--- config.mk ---
export PLATFORM = sky130hd
export DESIGN_NAME = ram_operand_unit
export DESIGN_NICKNAME = d
export VERILOG_FILES = /design/src/rtl/ram_operand_unit_pkg.sv /design/src/rtl/ram_operand_unit_bit_addr_map.sv /design/src/rtl/ram_operand_unit.sv
export SDC_FILE = /design/constraint.sdc
export NUM_CORES = 1
export LEC_CHECK = 0
export ABC_AREA = 1
export CELL_PAD_IN_SITES_DETAIL_PLACEMENT = 2
export CELL_PAD_IN_SITES_GLOBAL_PLACEMENT = 2
export CORE_MARGIN = 10
export CORE_UTILIZATION = 28
export DETAILED_ROUTE_END_ITERATION = 8
export MAX_ROUTING_LAYER = met4
export PLACE_DENSITY_LB_ADDON = 0.12
export SLEW_MARGIN = 25
export SYNTH_ARGS = -nofsm -noshare
export SYNTH_HDL_FRONTEND = slang
export SYNTH_HIERARCHICAL = 1
export SYNTH_SLANG_ARGS = --single-unit
--- constraint.sdc ---
create_clock -name clock -period 4.9 [get_ports clock]
set_input_delay 0.98 -clock clock [delete_from_list [all_inputs] [get_ports clock]]
set_output_delay 0.98 -clock clock [all_outputs]
set_load 0.01 [all_outputs]
--- src/rtl/ram_operand_unit_pkg.sv ---
// Shared encodings for the RAM operand sequencer: addressing modes, FSM state codes
// and the request fields held for the lifetime of one operation.
package ram_ops_pkg;

  localparam logic [1:0] MODE_DIRECT = 2'b00;
  localparam logic [1:0] MODE_REG    = 2'b01;
  localparam logic [1:0] MODE_IND    = 2'b10;
  localparam logic [1:0] MODE_BIT    = 2'b11;

  localparam logic [7:0] BIT_BASE_DEF = 8'h20;
  localparam logic [7:0] SFR_BASE_DEF = 8'h80;

  localparam logic [2:0] ST_IDLE    = 3'd0;
  localparam logic [2:0] ST_PTR_RD  = 3'd1;
  localparam logic [2:0] ST_PTR_CAP = 3'd2;
  localparam logic [2:0] ST_ACCESS  = 3'd3;
  localparam logic [2:0] ST_CAPTURE = 3'd4;

  typedef struct packed {
    logic       we;
    logic       is_bit;
    logic [7:0] wdata;
    logic       wbit;
  } req_t;

endpackage

--- src/rtl/ram_operand_unit_bit_addr_map.sv ---
// Maps an 8051 bit address onto the RAM byte that holds it plus the bit selector.
// Low bit space lives in the bit-addressable LRAM block, high space in bit-addressable SFRs.
module bit_addr_map #(
  parameter int unsigned       ADDR_W   = 8,
  parameter logic [ADDR_W-1:0] BIT_BASE = 8'h20,
  parameter logic [ADDR_W-1:0] SFR_BASE = 8'h80
) (
  input  logic [ADDR_W-1:0] bit_i,
  output logic [ADDR_W-1:0] addr_o,
  output logic [ADDR_W-1:0] bit_addr_o
);

  always_comb begin
    if (bit_i < SFR_BASE) begin
      addr_o     = BIT_BASE + ADDR_W'(bit_i[6:3]);
      bit_addr_o = bit_i;
    end else begin
      addr_o     = {bit_i[ADDR_W-1:3], 3'b000};
      bit_addr_o = ADDR_W'(bit_i[2:0]);
    end
  end

endmodule

--- src/rtl/ram_operand_unit.sv ---
// Sequences one core operand request (direct, Rn, @Ri, bit) into registered memory_ram
// strobes and returns the read byte/bit with a single-cycle done pulse.
module ram_operand_unit
  import ram_ops_pkg::*;
#(
  parameter int unsigned       ADDR_W   = 8,
  parameter logic [ADDR_W-1:0] BIT_BASE = 8'h20,
  parameter logic [ADDR_W-1:0] SFR_BASE = 8'h80
) (
  input  logic              clock,
  input  logic              reset,
  input  logic              req_i,
  input  logic              we_i,
  input  logic [1:0]        mode_i,
  input  logic [ADDR_W-1:0] operand_i,
  input  logic [1:0]        psw_rs_i,
  input  logic [ADDR_W-1:0] wdata_i,
  input  logic              wbit_i,
  output logic              busy_o,
  output logic              done_o,
  output logic [ADDR_W-1:0] rdata_o,
  output logic              rbit_o,
  output logic [ADDR_W-1:0] ram_addr_o,
  output logic              ram_rd_o,
  output logic              ram_wr_o,
  output logic [ADDR_W-1:0] ram_wdata_o,
  output logic              ram_in_bit_o,
  output logic [ADDR_W-1:0] ram_bit_addr_o,
  output logic              ram_is_bit_o,
  output logic              ram_indirect_o,
  input  logic [ADDR_W-1:0] ram_out_i,
  input  logic              ram_out_bit_i
);

  logic [2:0]        state_q, state_d;
  req_t              req_q;
  logic              busy_q, done_q, rbit_q;
  logic [ADDR_W-1:0] rdata_q;
  logic [ADDR_W-1:0] ram_addr_q, ram_wdata_q, ram_bit_addr_q;
  logic              ram_rd_q, ram_wr_q, ram_in_bit_q, ram_is_bit_q, ram_indirect_q;

  logic              accept;
  logic [ADDR_W-1:0] map_addr, map_bit_addr;
  logic [ADDR_W-1:0] acc_addr, acc_bit_addr;

  bit_addr_map #(
    .ADDR_W  (ADDR_W),
    .BIT_BASE(BIT_BASE),
    .SFR_BASE(SFR_BASE)
  ) u_bit_map (
    .bit_i     (operand_i),
    .addr_o    (map_addr),
    .bit_addr_o(map_bit_addr)
  );

  assign accept = (state_q == ST_IDLE) && req_i;

  // First RAM address issued at accept; for @Ri this is the Ri cell holding the pointer.
  always_comb begin
    acc_addr     = operand_i;
    acc_bit_addr = '0;
    case (mode_i)
      MODE_DIRECT: acc_addr = operand_i;
      MODE_REG:    acc_addr = ADDR_W'({3'b000, psw_rs_i, operand_i[2:0]});
      MODE_IND:    acc_addr = ADDR_W'({3'b000, psw_rs_i, 2'b00, operand_i[0]});
      MODE_BIT: begin
        acc_addr     = map_addr;
        acc_bit_addr = map_bit_addr;
      end
    endcase
  end

  always_comb begin
    state_d = state_q;
    case (state_q)
      ST_IDLE:    if (req_i) state_d = (mode_i == MODE_IND) ? ST_PTR_RD : ST_ACCESS;
      ST_PTR_RD:  state_d = ST_PTR_CAP;
      ST_PTR_CAP: state_d = ST_ACCESS;
      ST_ACCESS:  state_d = req_q.we ? ST_IDLE : ST_CAPTURE;
      ST_CAPTURE: state_d = ST_IDLE;
      default:    state_d = ST_IDLE;
    endcase
  end

  always_ff @(posedge clock or posedge reset) begin
    if (reset) begin
      state_q        <= ST_IDLE;
      req_q          <= '0;
      busy_q         <= 1'b0;
      done_q         <= 1'b0;
      rdata_q        <= '0;
      rbit_q         <= 1'b0;
      ram_addr_q     <= '0;
      ram_rd_q       <= 1'b0;
      ram_wr_q       <= 1'b0;
      ram_wdata_q    <= '0;
      ram_in_bit_q   <= 1'b0;
      ram_bit_addr_q <= '0;
      ram_is_bit_q   <= 1'b0;
      ram_indirect_q <= 1'b0;
    end else begin
      state_q  <= state_d;
      ram_rd_q <= 1'b0;
      ram_wr_q <= 1'b0;
      done_q   <= 1'b0;

      if (accept) begin
        busy_q         <= 1'b1;
        req_q.we       <= we_i;
        req_q.is_bit   <= (mode_i == MODE_BIT);
        req_q.wdata    <= wdata_i;
        req_q.wbit     <= wbit_i;
        ram_addr_q     <= acc_addr;
        ram_bit_addr_q <= acc_bit_addr;
        ram_is_bit_q   <= (mode_i == MODE_BIT);
        ram_indirect_q <= 1'b0;
        if (mode_i == MODE_IND) begin
          ram_rd_q     <= 1'b1;
          ram_wdata_q  <= '0;
          ram_in_bit_q <= 1'b0;
        end else begin
          ram_rd_q     <= ~we_i;
          ram_wr_q     <= we_i;
          ram_wdata_q  <= wdata_i;
          ram_in_bit_q <= wbit_i;
        end
      end

      // Pointer arrives from RAM here; indirect flag keeps pointers >= 80h in upper IRAM.
      if (state_q == ST_PTR_CAP) begin
        ram_addr_q     <= ram_out_i;
        ram_indirect_q <= 1'b1;
        ram_rd_q       <= ~req_q.we;
        ram_wr_q       <= req_q.we;
        ram_wdata_q    <= req_q.wdata;
        ram_in_bit_q   <= req_q.wbit;
      end

      if ((state_q == ST_ACCESS && req_q.we) || state_q == ST_CAPTURE) begin
        done_q <= 1'b1;
        busy_q <= 1'b0;
      end

      if (state_q == ST_CAPTURE) begin
        if (req_q.is_bit) rbit_q  <= ram_out_bit_i;
        else              rdata_q <= ram_out_i;
      end
    end
  end

  assign busy_o         = busy_q;
  assign done_o         = done_q;
  assign rdata_o        = rdata_q;
  assign rbit_o         = rbit_q;
  assign ram_addr_o     = ram_addr_q;
  assign ram_rd_o       = ram_rd_q;
  assign ram_wr_o       = ram_wr_q;
  assign ram_wdata_o    = ram_wdata_q;
  assign ram_in_bit_o   = ram_in_bit_q;
  assign ram_bit_addr_o = ram_bit_addr_q;
  assign ram_is_bit_o   = ram_is_bit_q;
  assign ram_indirect_o = ram_indirect_q;

endmodule
### After elaboration in Yosys (flattened, before gate mapping)

Cells that the tools add are included.

| storage, ports and cells | value |
|---|---|
| register bits | 53 |
| output and inout bits | 40 |
| input bits | 34 |
| word-level logic and storage cells | 65 |

| operators by class | value |
|---|---|
| $lt $le $gt $ge | 1 |
| muxes and demuxes | 27 |
| reduce and logical (&&, ||, !) cells | 9 |
| eq/ne operators | 8 |
| $add $sub $neg | 1 |
| bitwise logic cells | 3 |

Operators with widths:

| cell | count |
|---|---|
| 8-bit two-way mux | 8 |
| 8-bit case mux with 4 select lines | 1 |
| 1-bit two-way mux | 14 |
| 3-bit case mux with 4 select lines | 1 |
| 8-bit < comparator, second input constant | 1 |
| 6-bit by 4-bit adder with 7-bit output, first input constant | 1 |
| 3-bit by 2-bit equality test with 1-bit output, second input constant | 2 |
| 3-bit two-way mux | 2 |
| 2-bit equality test, second input constant | 2 |
| 2-bit AND reduction | 2 |
| 2-bit nonzero test | 2 |
| 3-bit by 1-bit equality test with 1-bit output, second input constant | 1 |
| 3-bit equality test, second input constant | 1 |
| 3-bit logical NOT | 1 |
| 1-bit NOT | 3 |
| 2-bit by 1-bit equality test with 1-bit output, second input constant | 1 |
| 1-bit logical AND | 2 |
| 2-bit logical NOT | 1 |
| 2-bit two-way mux | 1 |
| 2-bit inequality test, second input constant | 1 |
| 1-bit logical OR | 1 |

### Logic depth before layout (Yosys ltp)

Gate-level depths: netlist of run 1.

| depth | value |
|---|---|
| depth after elaboration | 5 |
| mapped depth | 8 |
| gate-level depth less buffers | 7 |

### By module

The synthesis of run 1 kept the hierarchy.

By module, submodules not included:

| module | cells an instance | times used | area an instance (um2) | seq. area each (um2) |
|---|---|---|---|---|
| ram_operand_unit | 310 | 1 | 2448.6 | 1326.3 |
| bit_addr_map | 26 | 1 | 140.1 | 0.0 |

### Worst setup path before layout of run 1

Ideal clock, no wire load.

| timing | value |
|---|---|
| kind | input -> register |
| start point | input mode_i[1] |
| end point | register ram_addr_q[3], in the netlist ram_addr_o[3] |
| data required time | 4.784 ns |
| library setup time | 0.116 ns |
| slack | 3.190 ns |
| stages on the path | 7 |
| path buffers | 1 |
| arrival | 1.594 ns |
| cell sequence | buf_2 -> nand2_1 -> inv_1 -> nand2_1 -> nand3_1 -> nand2_1 -> nand2_1 |

| between the ends | value |
|---|---|
| longest elaborated chain between the ends | 4 |
| elaborated cells between the ends (all ways) | 7 |
| those cells by class | eq/ne: 3; mux: 3; reduce/logical: 1 |

RTL lines:

| element | line | text |
|---|---|---|
| start: declaration | ram_operand_unit.sv:14 | `input logic [1:0] mode_i,` |
| 2-bit equality test (tied with other cells) | ram_operand_unit.sv:62 | `case (mode_i)` |
| 8-bit case mux with 4 select lines (*) | ram_operand_unit.sv:62 |  |
| 8-bit two-way mux (*) | ram_operand_unit.sv:107 | `if (accept) begin` |
| 8-bit two-way mux (*) | ram_operand_unit.sv:130 | `if (state_q == ST_PTR_CAP) begin` |
| end signal: assignment | ram_operand_unit.sv:113 | `ram_addr_q <= acc_addr;` |
| end signal: assignment | ram_operand_unit.sv:131 | `ram_addr_q <= ram_out_i;` |
| end: declaration | ram_operand_unit.sv:39 | `logic [ADDR_W-1:0] ram_addr_q, ram_wdata_q, ram_bit_addr_q;` |

Every way passes the cells marked *; elsewhere a longest branch is shown, timed or not. The select of a mux whose other input is x is not followed.
A chain may end at the register's enable or synchronous reset.

### Worst setup path in the final report of run 1

| timing | value |
|---|---|
| start point | input req_i |
| end point | register ram_wdata_q[7], in the netlist ram_wdata_o[7] |

| between the ends | value |
|---|---|
| longest elaborated chain between the ends | 2 |

RTL lines:

| element | line | text |
|---|---|---|
| start: declaration | ram_operand_unit.sv:12 | `input logic req_i,` |
| 1-bit logical AND | ram_operand_unit.sv:56 | `assign accept = (state_q == ST_IDLE) && req_i;` |
| 2-bit nonzero test (no source line) | - |  |
| end signal: assignment | ram_operand_unit.sv:124 | `ram_wdata_q <= wdata_i;` |
| end signal: assignment | ram_operand_unit.sv:135 | `ram_wdata_q <= req_q.wdata;` |
| end: declaration | ram_operand_unit.sv:39 |  |

Every way passes these cells.

==> impl_metrics.py, run 1 <==
metrics = {
    "setup_path": {
        "slowest_delay_ns": 0.74,
        "crit_path_cell_trace": "clkdlybuf4s50_1, o21ai_2, inv_2, nand3_1, nand2_1",
        "timing.critical_path.buf_inv": 2,
        "reg2reg_slack_ns": 3.01,
        "worst-endpoint-required_ns": 5.11,
        "reg2reg_to": "ram_wdata_o[7]$_DFFE_PP0P_",
        "timing.critical_path.fanout_max": 21,
        "timing.reg2reg.worst_path_depth": 4,
        "critical_path_class": "in2reg",
        "data_arrival_time_of_the_worst_path_ns": 2.67,
        "crit_path_start_kind": "input pin",
        "critical_path.slowest_cell": "o21ai_2",
        "worstReg2RegStart": "state_q[1]$_DFFE_PP0P_",
        "path_delay_family": "compound AO/OA/AOI/OAI gates",
        "crit_path_end_kind": "flip-flop",
    },
    "logic_synthesis": {
        "yosys_warnings": 6,
        "syn-mean-instance-area_um2": 7.705,
        "synth.net_count": 370,
        "synthesis.area_um2": 2589,
        "gate_count_post_synth": 336,
        "postSynthRegisterBits": 53,
        "yosys.cell_types.count": 22,
        "synth_sequential_area_ratio_pct": 51.23,
    },
    "clocking": {
        "hold_fix_buffers_at_cts": 0,
        "cts_max_level": 2,
        "clock_tree_from_tritoncts": "built",
        "clock_latency_ns": 0.31,
        "post-cts-setup-buffers": 0,
        "cts.root.buffer_cell": "clkbuf_8",
        "clock_tree_buffer_depth": 2,
        "cts_buffers": 5,
        "post_cts_resize_count": 0,
        "worst_setup_hold_path_clk_slew_ns": 0.10,
        "cts.sink_count": 53,
    },
    "timing": {
        "setup_violations": 0,
        "fin_worst_skew_ns": 0.008087,
        "period_needed_ns": 2.463,
        "final_layout_worst_hold_slack_ns": 0.4751,
        "layout_setup_ws_ns": 2.437,
        "timing.final.max_slew_violations": 0,
        "fin_setup_tns_ns": 0,
        "max_freq_mhz": 405.9,
        "rsz0062_at_grt": "false",
        "worst_slew_pin_slew_ns": 0.9281,
        "slew_headroom_pct": 38.06,
        "fin_crit_sh_pct": 50.27,
        "timing.final.hold_violations": 0,
    },
    "layout": {
        "fin_util_pct": 37.55,
        "post_layout_net_count": 432,
        "mostFrequentLayoutCell": "nand2_1",
        "syn_to_final_growth_pct": 32.14,
        "stdcell_count": 510,
        "fraction_of_final_layout_cells_with_drive_strength_greater_than_1_pct": 5.764,
        "finalInstanceArea_um2": 3421,
        "final_cell_mix": "139 x nand2_1, 73 x clkdlybuf4s50_1, 53 x dfrtp_1",
        "n_antenna_cell": 0,
    },
    "global_routing": {
        "gr-max-usage-layer": "met2",
        "global_route.usage.total_pct": 13.24,
        "grt_met2_use_pct": 21.46,
        "groute.layer.met3.usage_pct": 3.030,
        "grt_remaining_overflow": 0,
        "grt_pass1_wl_um": 13790,
        "initial_antenna_violation_count": 0,
        "groute.layer.met1.usage_pct": 16.56,
        "grt_start_max_net_pins": 34,
        "first_global_vias": 2627,
    },
    "job": {
        "max-cap-violations": 0,
    },
    "pwr": {
        "clkPwrFrac_pct": 13.5,
        "p_leak_nw": 1.739,
        "switchingPower_mw": 0.8353,
        "share_comb_of_total_power_pct": 48.9,
        "power.share.switching_pct": 40.50,
        "internal-power_mw": 1.227,
        "power_density_nw_per_um2": 603.0,
        "vdd_ir_drop_max_uv": 211.7,
        "pwr-share-seq_pct": 37.6,
        "fin_total_pwr_mw": 2.063,
    },
    "min_path": {
        "hold_end": "state_q[2]$_DFFE_PP0P_",
        "worstHoldPathType": "reg2reg",
        "hold_start": "req_q[10]$_DFFE_PP0P_",
        "hold-path-cell-count": 1,
    },
    "placed_design": {
        "dp.final_hpwl_um": 6192,
        "gp_congestion": 0.7781,
        "dp_slack_ns": 2.059,
        "placed_area_um2": 3319,
        "placed_cell_count": 502,
        "port-buffer-count": 73,
    },
    "floorplanning": {
        "chipHeight_um": 116.2,
        "io-pin-count": 74,
        "core_area_um2": 9109,
        "starting_utilization_of_the_core_area_pct": 28.42,
        "fp.dieArea_um2": 13490,
        "floorplan.die.width_um": 116.2,
        "placement_rows": 35,
    },
    "route": {
        "dr_total_vias": 2308,
        "final_ant_viol_nets": 0,
        "detail_route.wirelength_um": 8150,
        "viasPerCell": 4.525,
        "drt_drc_violations_left": 0,
        "first_pass_iters": 4,
        "drtIter0Drc": 103,
        "wl_per_cell_um": 15.98,
    },
    "run_status": {
        "run_status": "finished, final reports clean",
    },
}
## power by group through the flow
stage	Clock (mW)	Sequential, mW	Combinational (mW)
2_1_floorplan	0	0.826	0.510
3_3_place_gp	0	0.784	1.01
3_5_place_dp	0	0.790	1.04
4_1_cts	0.288	0.782	1.05
5_1_grt	0.307	0.809	1.16
6_report	0.278	0.775	1.01
## cell type report
cell class / instances / area, um2
clock buffer: 7 / 96.34
inverter: 43 / 163.9
sequential: 53 / 1326
tap: 111 / 138.9
multi-input combinational: 221 / 952.2
clock inverter: 1 / 5.005
timing repair buffer: 74 / 738.2
fill: 1090 / 5688
## cell usage after synthesis
cell type	n	share of area [%]
nand2_2	3	0.73
nand3_2	1	0.39
nor2_2	1	0.24
nor2_4	3	1.3
nand2_1	139	20
o21bai_1	1	0.29
buf_2	3	0.58
and3_1	1	0.24
conb_1	1	0.14
buf_6	3	1.3
inv_1	40	5.8
o21ai_1	2	0.39
inv_4	1	0.24
nand2_4	1	0.43
o21ai_2	1	0.34
nand3_1	29	5.6
buf_4	13	3.8
a21oi_1	1	0.19
dfrtp_1	53	51
nor2_1	17	2.5
o21ai_0	20	3.9
inv_2	2	0.29
## logic make-up (layout without fill, tap and decap cells)
| logic type | count (synthesis) | count (layout) | synth area share [%] |
|---|---|---|---|
| flip-flops | 53 | 53 | 51.23 |
| AO/OA/AOI/OAI | 25 | 25 | 5.075 |
| buffers and inverters | 62 | 125 | 11.99 |
| AND/OR/NAND/NOR | 195 | 195 | 31.56 |
| other | 1 | 1 | 0.1449 |
## state kept, by name, summed over array words and instances (netlist names)
| name | flops |
|---|---|
| rbit_o | 1 |
| ram_addr_o | 8 |
| ram_wr_o | 1 |
| busy_o | 1 |
| rdata_o | 8 |
| req_q | 10 |
| state_q | 3 |
| ram_indirect_o | 1 |
| ram_rd_o | 1 |
| done_o | 1 |
| ram_in_bit_o | 1 |
| ram_bit_addr_o | 8 |
| ram_is_bit_o | 1 |
| ram_wdata_o | 8 |
## metal layers
metal	wire [um]	part of all wire, %
met5	0	0
met1	3825	47
met3	331	4.1
met2	3922	48
met4	71	0.87
## worst max-delay path by stage
stage,startpoint,to,slack (ns),cells after the start
after CTS,req_i,ram_wdata_o[7]$_DFFE_PP0P_,2.37,5
after global placement,req_i,ram_addr_o[2]$_DFFE_PP0P_,2.10,5
final,req_i,ram_wdata_o[7]$_DFFE_PP0P_,2.44,5
after global routing,req_i,ram_wdata_o[6]$_DFFE_PP0P_,2.23,5
after detailed placement,req_i,ram_wdata_o[7]$_DFFE_PP0P_,2.06,5
after floorplan,reset,busy_o$_DFFE_PP0P_,2.63,1
Note: power is estimated with default switching activity, not from simulation.
==> run 2: changes to the inputs <==
CORE_UTILIZATION = 24   (was 28)
clock period = 2.05 ns   (was 4.9 ns; I/O delays follow)
==> impl_metrics.py, run 2 (synthesis gave the netlist of run 1 again) <==
metrics = {
    "setup_path": {
        "slowest_delay_ns": 0.56,
        "critical_path_class": "reg2out",
        "timing.reg2reg.worst_path_depth": 6,
        "data_arrival_time_of_the_worst_path_ns": 1.26,
        "reg2reg_to": "ram_wdata_o[2]$_DFFE_PP0P_",
        "crit_path_start_kind": "flip-flop",
        "critical_path.slowest_cell": "clkdlybuf4s50_1",
        "worst-endpoint-required_ns": 1.64,
        "worstReg2RegStart": "state_q[0]$_DFFE_PP0P_",
        "reg2reg_slack_ns": 0.59,
        "crit_path_cell_trace": "clkdlybuf4s50_1",
        "crit_path_end_kind": "output port",
        "timing.critical_path.fanout_max": 2,
        "path_delay_family": "buffers and inverters",
        "timing.critical_path.buf_inv": 1,
    },
    "route": {
        "detail_route.wirelength_um": 8358,
        "wl_per_cell_um": 15.51,
        "final_ant_viol_nets": 0,
        "viasPerCell": 4.416,
        "dr_total_vias": 2380,
        "drt_drc_violations_left": 0,
        "drtIter0Drc": 44,
        "first_pass_iters": 4,
    },
    "clocking": {
        "clock_tree_from_tritoncts": "built",
        "worst_setup_hold_path_clk_slew_ns": 0.10,
        "cts_buffers": 5,
        "post_cts_resize_count": 0,
        "cts.sink_count": 53,
        "clock_latency_ns": 0.30,
        "cts.root.buffer_cell": "clkbuf_8",
        "cts_max_level": 2,
        "hold_fix_buffers_at_cts": 0,
        "clock_tree_buffer_depth": 2,
        "post-cts-setup-buffers": 0,
    },
    "floorplanning": {
        "floorplan.die.width_um": 123.9,
        "starting_utilization_of_the_core_area_pct": 24.85,
        "placement_rows": 37,
        "fp.dieArea_um2": 15340,
        "io-pin-count": 74,
        "chipHeight_um": 123.9,
        "core_area_um2": 10420,
    },
    "pwr": {
        "p_leak_nw": 1.753,
        "clkPwrFrac_pct": 12.2,
        "switchingPower_mw": 2.001,
        "share_comb_of_total_power_pct": 50.1,
        "internal-power_mw": 2.906,
        "power.share.switching_pct": 40.78,
        "fin_total_pwr_mw": 4.908,
        "vdd_ir_drop_max_uv": 459.7,
        "power_density_nw_per_um2": 1412,
        "pwr-share-seq_pct": 37.7,
    },
    "layout": {
        "fin_util_pct": 33.37,
        "largest_register_ffs": 10,
        "syn_to_final_growth_pct": 34.27,
        "final_cell_mix": "139 x nand2_1, 73 x clkdlybuf4s50_1, 53 x dfrtp_1",
        "multi_input_gate_area_um2": 952.2,
        "fill_cells": 1239,
        "largest_register": "req_q",
        "n_antenna_cell": 0,
        "fraction_of_final_layout_cells_with_drive_strength_greater_than_1_pct": 6.452,
        "finalInstanceArea_um2": 3476,
        "sequential_cell_area_in_the_final_layout_um2": 1326,
        "stdcell_count": 539,
        "mostFrequentLayoutCell": "nand2_1",
        "post_layout_net_count": 436,
    },
    "timing": {
        "timing.final.hold_violations": 0,
        "max_freq_mhz": 599.0,
        "fin_crit_sh_pct": 81.44,
        "rsz0062_at_grt": "false",
        "final_layout_worst_hold_slack_ns": 0.4623,
        "period_needed_ns": 1.669,
        "setup_violations": 0,
        "layout_setup_ws_ns": 0.3805,
        "timing.final.max_slew_violations": 0,
        "fin_worst_skew_ns": 0.005096,
        "fin_setup_tns_ns": 0,
    },
    "placed_design": {
        "placed_area_um2": 3393,
        "gp_congestion": 0.7675,
        "dp.final_hpwl_um": 6343,
        "dp_slack_ns": 0.1487,
        "placed_cell_count": 531,
        "port-buffer-count": 73,
    },
    "global_routing": {
        "grt_remaining_overflow": 0,
        "global_route.usage.total_pct": 11.47,
        "first_global_vias": 2597,
        "initial_antenna_violation_count": 0,
        "grt_start_max_net_pins": 54,
        "grt_pass1_wl_um": 13540,
    },
    "job": {
        "max-cap-violations": 0,
    },
    "min_path": {
        "worstHoldPathType": "in2async",
    },
    "run_status": {
        "run_status": "finished, final reports clean",
    },
}
==> run 2: worst max path at each step <==
stage,slack (ns),end,cells after the start,start
final,0.38,ram_addr_o[2],1,ram_addr_o[2]$_DFFE_PP0P_
after global routing,0.32,ram_addr_o[4],1,ram_addr_o[4]$_DFFE_PP0P_
after CTS,0.34,ram_addr_o[2],1,ram_addr_o[2]$_DFFE_PP0P_
after detailed placement,0.15,ram_bit_addr_o[2]$_DFFE_PP0P_,7,req_i
after global placement,0.22,ram_is_bit_o$_DFFE_PP0P_,6,req_i
after floorplan,0.35,busy_o$_DFFE_PP0P_,1,reset
==> run 2: worst register-to-register path, delay by kind of cell, from the launching register on <==
kind                   cells  cell delay [ns]
and+or+nand+nor            5             0.62
DFF                        1             0.48
buffers and inverters      1             0.26
==> run 2: area by class of cell <==
type	count	share of cell area [%]
tap	136	4.896
clock inverter	2	0.2880
sequential	53	38.16
inverter	43	4.716
multi-input combinational	221	27.39
clock buffer	6	2.088
timing repair buffer	78	22.46
==> run 2: routing by layer <==
metal | part of all wire, % | GRT usage, % | up-vias
li1 | - | - | 1141
met1 | 43 | 13.39 | 1185
met2 | 52 | 20.13 | 49
met3 | 4.2 | 2.172 | 5
met4 | 0.78 | 2.183 | 0
met5 | 0 | - | -
==> run 2: power groups by stage <==
stage	combinational (mW)	sequential (mW)	clock (mW)
6_report	2.46	1.85	0.600
5_1_grt	2.80	1.92	0.676
4_1_cts	2.56	1.86	0.632
3_5_place_dp	2.55	1.88	0
3_3_place_gp	2.48	1.87	0
2_1_floorplan	1.22	1.97	0
